--- config.mk ---
export PLATFORM = sky130hd
export DESIGN_NAME = dmem_access_unit_flat
export DESIGN_NICKNAME = d
export VERILOG_FILES = /design/src/rtl/dmem_access_unit_if.sv /design/src/rtl/dmem_access_unit.sv /design/src/flat_wrapper.sv
export SDC_FILE = /design/constraint.sdc
export NUM_CORES = 1
export LEC_CHECK = 0
export ABC_AREA = 1
export ABC_CLOCK_PERIOD_IN_PS = 5600
export CAP_MARGIN = 20
export CORE_ASPECT_RATIO = 0.75
export CORE_MARGIN = 1.5
export CORE_UTILIZATION = 31
export CTS_CLUSTER_SIZE = 8
export DETAILED_ROUTE_END_ITERATION = 10
export MAX_ROUTING_LAYER = met4
export PLACE_DENSITY_LB_ADDON = 0.05
export SLEW_MARGIN = 15
export SYNTH_ARGS = -nofsm -noshare
export SYNTH_HDL_FRONTEND = slang
export SYNTH_SLANG_ARGS = --single-unit
--- constraint.sdc ---
create_clock -name CLK -period 5.6 [get_ports CLK]
set_input_delay 1.4 -clock CLK [delete_from_list [all_inputs] [get_ports CLK]]
set_output_delay 1.4 -clock CLK [all_outputs]
set_load 0.01 [all_outputs]
--- src/rtl/dmem_access_unit_if.sv ---
`default_nettype none
// ============================================================================
// Module  : dmem_access_unit_if
// Brief   : Data-memory port of the MEM-stage load/store unit.
//           The request side (address, enables, write data) is driven by the
//           master. The grant and read-data side is driven by the memory.
// Revision: 1.0 - initial release
// ============================================================================
interface dmem_access_unit_if #(
  parameter int AW = 15
) ();
  logic          DM_REQ;
  logic          DM_WE;
  logic [AW-1:0] DM_ADDR;
  logic [3:0]    DM_BE;
  logic [31:0]   DM_WDATA;
  logic          DM_GNT;
  logic          DM_RVALID;
  logic [31:0]   DM_RDATA;

  modport master (
    output DM_REQ, DM_WE, DM_ADDR, DM_BE, DM_WDATA,
    input  DM_GNT, DM_RVALID, DM_RDATA
  );

  modport slave (
    input  DM_REQ, DM_WE, DM_ADDR, DM_BE, DM_WDATA,
    output DM_GNT, DM_RVALID, DM_RDATA
  );
endinterface
`default_nettype wire

--- src/rtl/dmem_access_unit.sv ---
`default_nettype none
// ============================================================================
// Module  : dmem_access_unit
// Brief   : MEM-stage load/store unit of an RV32I pipeline. Accepts one
//           memory op from EX/MEM, runs it on a req/gnt/rvalid memory port
//           with byte enables and returns the aligned, extended load word.
//           The unit stalls upstream stages while an access is outstanding.
//           Misaligned, out-of-range and timed-out accesses are reported as
//           faults.
// Revision: 1.0 - initial release
// ============================================================================
module dmem_access_unit #(
  parameter logic [31:0] DMEM_BASE = 32'h0010_0000,
  parameter int unsigned DMEM_SIZE = 32768,
  parameter int unsigned TIMEOUT   = 255
) (
  input  logic        CLK,
  input  logic        RST,
  input  logic        EX_VALID_i,
  input  logic [31:0] EX_ADDR_i,
  input  logic [31:0] EX_WDATA_i,
  input  logic [1:0]  EX_MEMREAD_i,
  input  logic [1:0]  EX_MEMWRITE_i,
  input  logic        EX_DMSE_i,
  output logic        STALL_o,
  output logic        M_VALID_o,
  output logic [31:0] M_RDATA_o,
  output logic        M_FAULT_o,
  dmem_access_unit_if.master dm
);

  localparam int AW = $clog2(DMEM_SIZE);
  // Counter is wide enough to reach TIMEOUT; one bit when the timeout is off.
  localparam int CW = (TIMEOUT > 0) ? $clog2(TIMEOUT + 1) : 1;
  localparam logic [CW-1:0] TO_LIM   = CW'(TIMEOUT);
  // First byte address past the memory, kept at 33 bits so it cannot wrap.
  localparam logic [32:0]   DMEM_END = {1'b0, DMEM_BASE} + 33'(DMEM_SIZE) * 33'd4;

  typedef enum logic [1:0] {
    S_IDLE = 2'd0,
    S_REQ  = 2'd1,
    S_WAIT = 2'd2,
    S_DONE = 2'd3
  } state_t;

  state_t          state_q;
  logic [CW-1:0]   cnt_q;
  logic [1:0]      ld_lo_q;
  logic [1:0]      ld_size_q;
  logic            ld_sign_q;
  logic            m_valid_q;
  logic [31:0]     m_rdata_q;
  logic            m_fault_q;
  logic            dm_req_q;
  logic            dm_we_q;
  logic [AW-1:0]   dm_addr_q;
  logic [3:0]      dm_be_q;
  logic [31:0]     dm_wdata_q;

  logic            ex_op;
  logic            ex_bad;
  logic [1:0]      ex_size;
  logic [32:0]     ex_last;
  logic [31:0]     ex_off;
  logic [3:0]      ex_be;
  logic [31:0]     ex_wdata;
  logic [31:0]     ld_shift;
  logic [31:0]     ld_data;
  logic            to_hit;

  // Decode the EX/MEM slot: op detection, fault check, lane enables and data.
  always_comb begin
    ex_op    = EX_VALID_i & ((EX_MEMREAD_i != 2'b00) | (EX_MEMWRITE_i != 2'b00));
    // Only one of the two fields is nonzero for a legal op, so OR yields the size.
    ex_size  = EX_MEMREAD_i | EX_MEMWRITE_i;
    ex_off   = EX_ADDR_i - DMEM_BASE;
    ex_last  = {1'b0, EX_ADDR_i};
    ex_be    = 4'b1111;
    ex_wdata = EX_WDATA_i;
    case (ex_size)
      2'b01: begin
        ex_be    = 4'b0001 << EX_ADDR_i[1:0];
        ex_wdata = {4{EX_WDATA_i[7:0]}};
      end
      2'b10: begin
        ex_last  = {1'b0, EX_ADDR_i} + 33'd1;
        ex_be    = 4'b0011 << EX_ADDR_i[1:0];
        ex_wdata = {2{EX_WDATA_i[15:0]}};
      end
      2'b11: begin
        ex_last  = {1'b0, EX_ADDR_i} + 33'd3;
      end
      default: begin
      end
    endcase
    ex_bad = ((EX_MEMREAD_i != 2'b00) & (EX_MEMWRITE_i != 2'b00))
           | ((ex_size == 2'b10) & EX_ADDR_i[0])
           | ((ex_size == 2'b11) & (EX_ADDR_i[1:0] != 2'b00))
           | (EX_ADDR_i < DMEM_BASE)
           | (ex_last >= DMEM_END);
  end

  // Align the returned word to the accessed lane and extend it to 32 bits.
  always_comb begin
    ld_shift = dm.DM_RDATA >> {ld_lo_q, 3'b000};
    case (ld_size_q)
      2'b01:   ld_data = {{24{ld_sign_q & ld_shift[7]}},  ld_shift[7:0]};
      2'b10:   ld_data = {{16{ld_sign_q & ld_shift[15]}}, ld_shift[15:0]};
      default: ld_data = dm.DM_RDATA;
    endcase
  end

  assign to_hit = (TIMEOUT != 0) && (cnt_q == TO_LIM);

  // The stall must cover the accepting cycle, so it is decoded from the live
  // slot; it is forced low while reset is held.
  assign STALL_o = ~RST & ((state_q == S_REQ) | (state_q == S_WAIT) |
                           ((state_q == S_IDLE) & ex_op));

  assign M_VALID_o   = m_valid_q;
  assign M_RDATA_o   = m_rdata_q;
  assign M_FAULT_o   = m_fault_q;
  assign dm.DM_REQ   = dm_req_q;
  assign dm.DM_WE    = dm_we_q;
  assign dm.DM_ADDR  = dm_addr_q;
  assign dm.DM_BE    = dm_be_q;
  assign dm.DM_WDATA = dm_wdata_q;

  // Access sequencer with registered memory-port and result outputs.
  always_ff @(posedge CLK or posedge RST) begin
    if (RST) begin
      state_q    <= S_IDLE;
      cnt_q      <= '0;
      ld_lo_q    <= 2'b00;
      ld_size_q  <= 2'b00;
      ld_sign_q  <= 1'b0;
      m_valid_q  <= 1'b0;
      m_rdata_q  <= 32'h0;
      m_fault_q  <= 1'b0;
      dm_req_q   <= 1'b0;
      dm_we_q    <= 1'b0;
      dm_addr_q  <= '0;
      dm_be_q    <= 4'b0000;
      dm_wdata_q <= 32'h0;
    end else begin
      m_valid_q <= 1'b0;
      case (state_q)
        S_IDLE: begin
          if (ex_op) begin
            ld_lo_q   <= EX_ADDR_i[1:0];
            ld_size_q <= ex_size;
            ld_sign_q <= EX_DMSE_i;
            if (ex_bad) begin
              state_q   <= S_DONE;
              m_valid_q <= 1'b1;
              m_fault_q <= 1'b1;
              m_rdata_q <= 32'h0;
            end else begin
              state_q    <= S_REQ;
              cnt_q      <= '0;
              dm_req_q   <= 1'b1;
              dm_we_q    <= (EX_MEMWRITE_i != 2'b00);
              dm_addr_q  <= ex_off[AW+1:2];
              dm_be_q    <= ex_be;
              dm_wdata_q <= ex_wdata;
            end
          end
        end
        S_REQ: begin
          if (dm.DM_GNT) begin
            dm_req_q <= 1'b0;
            cnt_q    <= '0;
            if (dm_we_q) begin
              state_q   <= S_DONE;
              m_valid_q <= 1'b1;
              m_fault_q <= 1'b0;
              m_rdata_q <= 32'h0;
            end else begin
              state_q <= S_WAIT;
            end
          end else if (to_hit) begin
            dm_req_q  <= 1'b0;
            state_q   <= S_DONE;
            m_valid_q <= 1'b1;
            m_fault_q <= 1'b1;
            m_rdata_q <= 32'h0;
          end else begin
            cnt_q <= cnt_q + 1'b1;
          end
        end
        S_WAIT: begin
          if (dm.DM_RVALID) begin
            state_q   <= S_DONE;
            m_valid_q <= 1'b1;
            m_fault_q <= 1'b0;
            m_rdata_q <= ld_data;
          end else if (to_hit) begin
            state_q   <= S_DONE;
            m_valid_q <= 1'b1;
            m_fault_q <= 1'b1;
            m_rdata_q <= 32'h0;
          end else begin
            cnt_q <= cnt_q + 1'b1;
          end
        end
        default: begin
          state_q <= S_IDLE;
        end
      endcase
    end
  end

endmodule
`default_nettype wire

--- src/flat_wrapper.sv ---
// flat-port wrapper written by rule: the top's interface ports become plain ports
module dmem_access_unit_flat 
#(
  parameter logic [31:0] DMEM_BASE = 32'h0010_0000,
  parameter int unsigned DMEM_SIZE = 32768,
  parameter int unsigned TIMEOUT   = 255
)
  (CLK, RST, EX_VALID_i, EX_ADDR_i, EX_WDATA_i, EX_MEMREAD_i, EX_MEMWRITE_i, EX_DMSE_i, STALL_o, M_VALID_o, M_RDATA_o, M_FAULT_o, dm_DM_REQ, dm_DM_WE, dm_DM_ADDR, dm_DM_BE, dm_DM_WDATA, dm_DM_GNT, dm_DM_RVALID, dm_DM_RDATA);
  dmem_access_unit_if #(.AW(($clog2((32768))))) dm_i ();
  input  logic CLK;
  input  logic RST;
  input  logic EX_VALID_i;
  input  logic [31:0] EX_ADDR_i;
  input  logic [31:0] EX_WDATA_i;
  input  logic [1:0] EX_MEMREAD_i;
  input  logic [1:0] EX_MEMWRITE_i;
  input  logic EX_DMSE_i;
  output logic STALL_o;
  output logic M_VALID_o;
  output logic [31:0] M_RDATA_o;
  output logic M_FAULT_o;
  output wire logic [$bits(dm_i.DM_REQ)-1:0] dm_DM_REQ;
  output wire logic [$bits(dm_i.DM_WE)-1:0] dm_DM_WE;
  output wire logic [$bits(dm_i.DM_ADDR)-1:0] dm_DM_ADDR;
  output wire logic [$bits(dm_i.DM_BE)-1:0] dm_DM_BE;
  output wire logic [$bits(dm_i.DM_WDATA)-1:0] dm_DM_WDATA;
  input wire logic [$bits(dm_i.DM_GNT)-1:0] dm_DM_GNT;
  input wire logic [$bits(dm_i.DM_RVALID)-1:0] dm_DM_RVALID;
  input wire logic [$bits(dm_i.DM_RDATA)-1:0] dm_DM_RDATA;
  assign dm_DM_REQ = dm_i.DM_REQ;
  assign dm_DM_WE = dm_i.DM_WE;
  assign dm_DM_ADDR = dm_i.DM_ADDR;
  assign dm_DM_BE = dm_i.DM_BE;
  assign dm_DM_WDATA = dm_i.DM_WDATA;
  assign dm_i.DM_GNT = dm_DM_GNT;
  assign dm_i.DM_RVALID = dm_DM_RVALID;
  assign dm_i.DM_RDATA = dm_DM_RDATA;
  dmem_access_unit #(.DMEM_BASE(DMEM_BASE), .DMEM_SIZE(DMEM_SIZE), .TIMEOUT(TIMEOUT)) u_core (.CLK(CLK), .RST(RST), .EX_VALID_i(EX_VALID_i), .EX_ADDR_i(EX_ADDR_i), .EX_WDATA_i(EX_WDATA_i), .EX_MEMREAD_i(EX_MEMREAD_i), .EX_MEMWRITE_i(EX_MEMWRITE_i), .EX_DMSE_i(EX_DMSE_i), .STALL_o(STALL_o), .M_VALID_o(M_VALID_o), .M_RDATA_o(M_RDATA_o), .M_FAULT_o(M_FAULT_o), .dm(dm_i));
endmodule
==> impl_metrics.py <==
metrics = {
    "status": {
        "outcome": "complete, no violations",
    },
    "cts": {
        "insertion_delay_ns": 0.35,
        "clkTransAtPathRegs_ns": 0.07,
        "hold_buffers": 0,
        "cts_tree": "yes",
        "cts_buffers": 9,
        "postCtsSetupRepairBufs": 0,
        "clkSinkCount": 102,
        "h-tree-depth": 3,
        "cts_root_buf": "clkbuf_16",
        "cts-resized-gates": 0,
        "cts.path.max_buffers": 2,
    },
    "pwr": {
        "swShare": 0.456,
        "leakagePower_nw": 4.38,
        "power.share.sequential": 0.298,
        "switching_power_mw": 1.47,
        "vdd_drop_max_uv": 171,
        "clkPwrFrac": 0.209,
        "powerDensity_nw_per_um2": 337,
        "internal_power_mw": 1.75,
        "combPwrFrac": 0.493,
        "total_power_mw": 3.22,
    },
    "sta": {
        "period_share": 0.863,
        "finalHoldViolations": 0,
        "tightestPinTransition_ns": 0.742,
        "rsz0062_at_grt": "false",
        "relSlewSlack": 0.502,
        "skew_ns": 0.00936,
        "min_period_ns": 4.83,
        "setup_viol": 0,
        "slew_violations": 0,
        "final.setup.tns_ns": 0,
        "fmax_ghz": 0.207,
    },
    "setup_path": {
        "path_class": "in -> out",
        "rr_startpoint": "u_core.ld_size_q[0]",
        "worstPathRequired_ns": 4.20,
        "cp.depth": 7,
        "end_kind": "primary output",
        "crit_path_start_kind": "input port",
        "crit_chain": "clkdlybuf4s50_1 -> nor2_1 -> inv_1 -> o21ai_0 -> nor2_4 -> o21a_1 -> clkdlybuf4s50_1",
        "crit_path_top_delay_cell": "o21ai_0",
        "critical_path.endpoint": "STALL_o",
        "startpoint": "EX_MEMWRITE_i[1]",
        "r2r_setup_slack_ns": 2.40,
        "crit_path_max_incr_delay_ns": 0.56,
        "cp_data_arrival_time_ns": 3.43,
        "crit_buf_inv": 3,
        "path_max_fanout": 4,
        "ff2ff_path_depth": 10,
        "r2r_end": "u_core.M_RDATA_o[30]",
        "cp_common_cell": "clkdlybuf4s50_1",
        "crit_family": "buffers and inverters",
    },
    "floorplanning": {
        "die_area_um2": 23700,
        "coreArea_um2": 22200,
        "die_height_um": 134,
        "die_w_um": 177,
        "rows": 47,
        "initial_utilization": 0.318,
        "ios": 194,
    },
    "global_route": {
        "grt_max_degree": 55,
        "grt_util_all_layers": 0.218,
        "grt_pass1_wl_um": 39400,
        "antenna_found_initial": 0,
        "overflow": 0,
        "grt_pass1_vias": 7070,
    },
    "hold_path": {
        "hold_start": "u_core.dm.DM_ADDR[3]",
        "hold_class": "reg -> reg",
        "hold_depth": 2,
    },
    "job": {
        "drv_cap": 0,
    },
    "cells_and_area": {
        "multiInputGateArea_um2": 3710,
        "regArea_um2": 2550,
        "nets": 1362,
        "fill_cells": 2421,
        "stdcell_count": 1542,
        "finalInstanceArea_um2": 9550,
        "drive_gt1_frac": 0.0409,
        "antenna_cells": 0,
        "syn_to_final_growth_pct": 35.2,
    },
    "logic_synthesis": {
        "synth-seq-cells": 102,
        "ys_top_cells_by_count": "346 x nand2_1, 139 x inv_1, 102 x dfrtp_1, 90 x nand3_1, 87 x a21oi_1",
        "synth_ff_type": "dfrtp_1",
        "synth.top_cells.by_area": "dfrtp_1 36%, nand2_1 18%, inv_1 7.4%",
        "async_flop_share": 1.00,
        "syn_inst": 1079,
        "syn_avg_cell_area_um2": 6.55,
        "syn_area_um2": 7070,
        "synth_cell_types": 36,
        "syn-num-nets": 1197,
        "synth_enable_flop_cells": 0,
        "synth.most_common_cell": "nand2_1",
        "netlist.area_leader.share": 0.361,
        "synth_largest_area_cell": "dfrtp_1",
        "yosysWarnings": 0,
        "ys_seq_area_frac": 0.361,
    },
    "place": {
        "dp.cells": 1526,
        "dp_hpwl_um": 18300,
        "dpl_cell_area_um2": 9220,
        "place.port_buffers": 193,
        "place_congestion": 0.907,
    },
    "drt": {
        "dr.pass1.iters": 5,
        "routed_via_density": 4.85,
        "drc": 0,
        "ant_nets": 0,
        "routed_wl_um": 24700,
        "wl_per_cell_um": 16.0,
        "drt_iter0_drc": 510,
        "route.vias.total": 7481,
    },
}
cells by family (layout without fill, tap and decap cells):
group | after synthesis | after routing | synth area share
adders and majority gates | 12 | 12 | 0.0223
AOI/OAI and AO/OA | 193 | 193 | 0.154
DFF | 102 | 102 | 0.361
buffers and inverters | 200 | 369 | 0.116
xor gates and xnor gates | 2 | 2 | 0.00248
and+or+nand+nor | 570 | 570 | 0.344
layout by cell type (no fill, tap or decap), types with 2 or more instances in the layout:
master | synthesis | layout
and2_1 | 4 | 4
o221ai_1 | 7 | 7
ha_1 | 11 | 11
clkbuf_16 | 0 | 9
nand4_1 | 37 | 37
clkinv_1 | 3 | 3
nand2_1 | 346 | 346
o211ai_1 | 31 | 31
nor2_4 | 0 | 2
inv_2 | 5 | 5
dfrtp_1 | 102 | 102
inv_1 | 139 | 138
nor2_1 | 69 | 67
xor2_1 | 2 | 2
buf_4 | 3 | 13
nor2_2 | 9 | 9
o21ai_0 | 34 | 34
nor3_1 | 6 | 6
a21oi_1 | 87 | 87
o21ai_1 | 27 | 27
clkdlybuf4s50_1 | 0 | 193
nand3b_1 | 6 | 6
nand3_1 | 90 | 89
registers in the layout, summed over array words and instances (netlist names):
signal,flops
u_core.M_FAULT_o,1
u_core.M_RDATA_o,32
u_core.M_VALID_o,1
u_core.cnt_q,8
u_core.dm.DM_ADDR,15
u_core.dm.DM_BE,4
u_core.dm.DM_REQ,1
u_core.dm.DM_WDATA,32
u_core.dm.DM_WE,1
u_core.ld_lo_q,2
u_core.ld_sign_q,1
u_core.ld_size_q,2
u_core.state_q,2
per-layer routing:
metal / track usage / part of all wire
met5: - / 0
met3: 0.0545 / 0.068
met4: 0.0383 / 0.010
met1: 0.308 / 0.49
met2: 0.317 / 0.43
cell type report:
type                    instances  share of cell area
clock inverters                 5             0.00694
inverters                     147              0.0580
multi-input cells             777               0.389
clock buffers                  10              0.0250
well taps                     294              0.0385
flip-flops and latches        102               0.267
repair buffers                207               0.215
worst min-delay path, stage by stage (launching register included):
cell and delay (ns):
dfrtp_1 0.34, nand2_1 0.05, o21ai_1 0.06
power by group through the flow:
stage          Sequential, mW  Clock [mW]  Combinational, mW
2_1_floorplan           0.961           0              0.992
3_3_place_gp            0.974           0               1.54
3_5_place_dp            0.971           0               1.54
4_1_cts                 0.957       0.700               1.55
5_1_grt                 0.973       0.726               1.77
6_report                0.959       0.672               1.59
worst min path at each step:
| stage | slack, ns | endpoint |
|---|---|---|
| floorplan | 0.46 | u_core.cnt_q[4] |
| global route | 0.53 | u_core.M_RDATA_o[8] |
| CTS | 0.50 | u_core.dm.DM_ADDR[0] |
| finish | 0.49 | u_core.dm.DM_ADDR[3] |
| global placement | 0.47 | u_core.dm.DM_ADDR[0] |
| detailed placement | 0.48 | u_core.dm.DM_ADDR[0] |
through the flow:
step	worst slack, ns	hold WS (ns)	util
floorplan	0.336	0.464	-
global placement	0.673	0.471	0.415
detailed placement	0.579	0.477	0.415
CTS	0.721	0.496	0.428
global route	0.567	0.528	0.430
finish	0.770	0.489	0.430
Note: power is estimated with default switching activity, not from simulation.
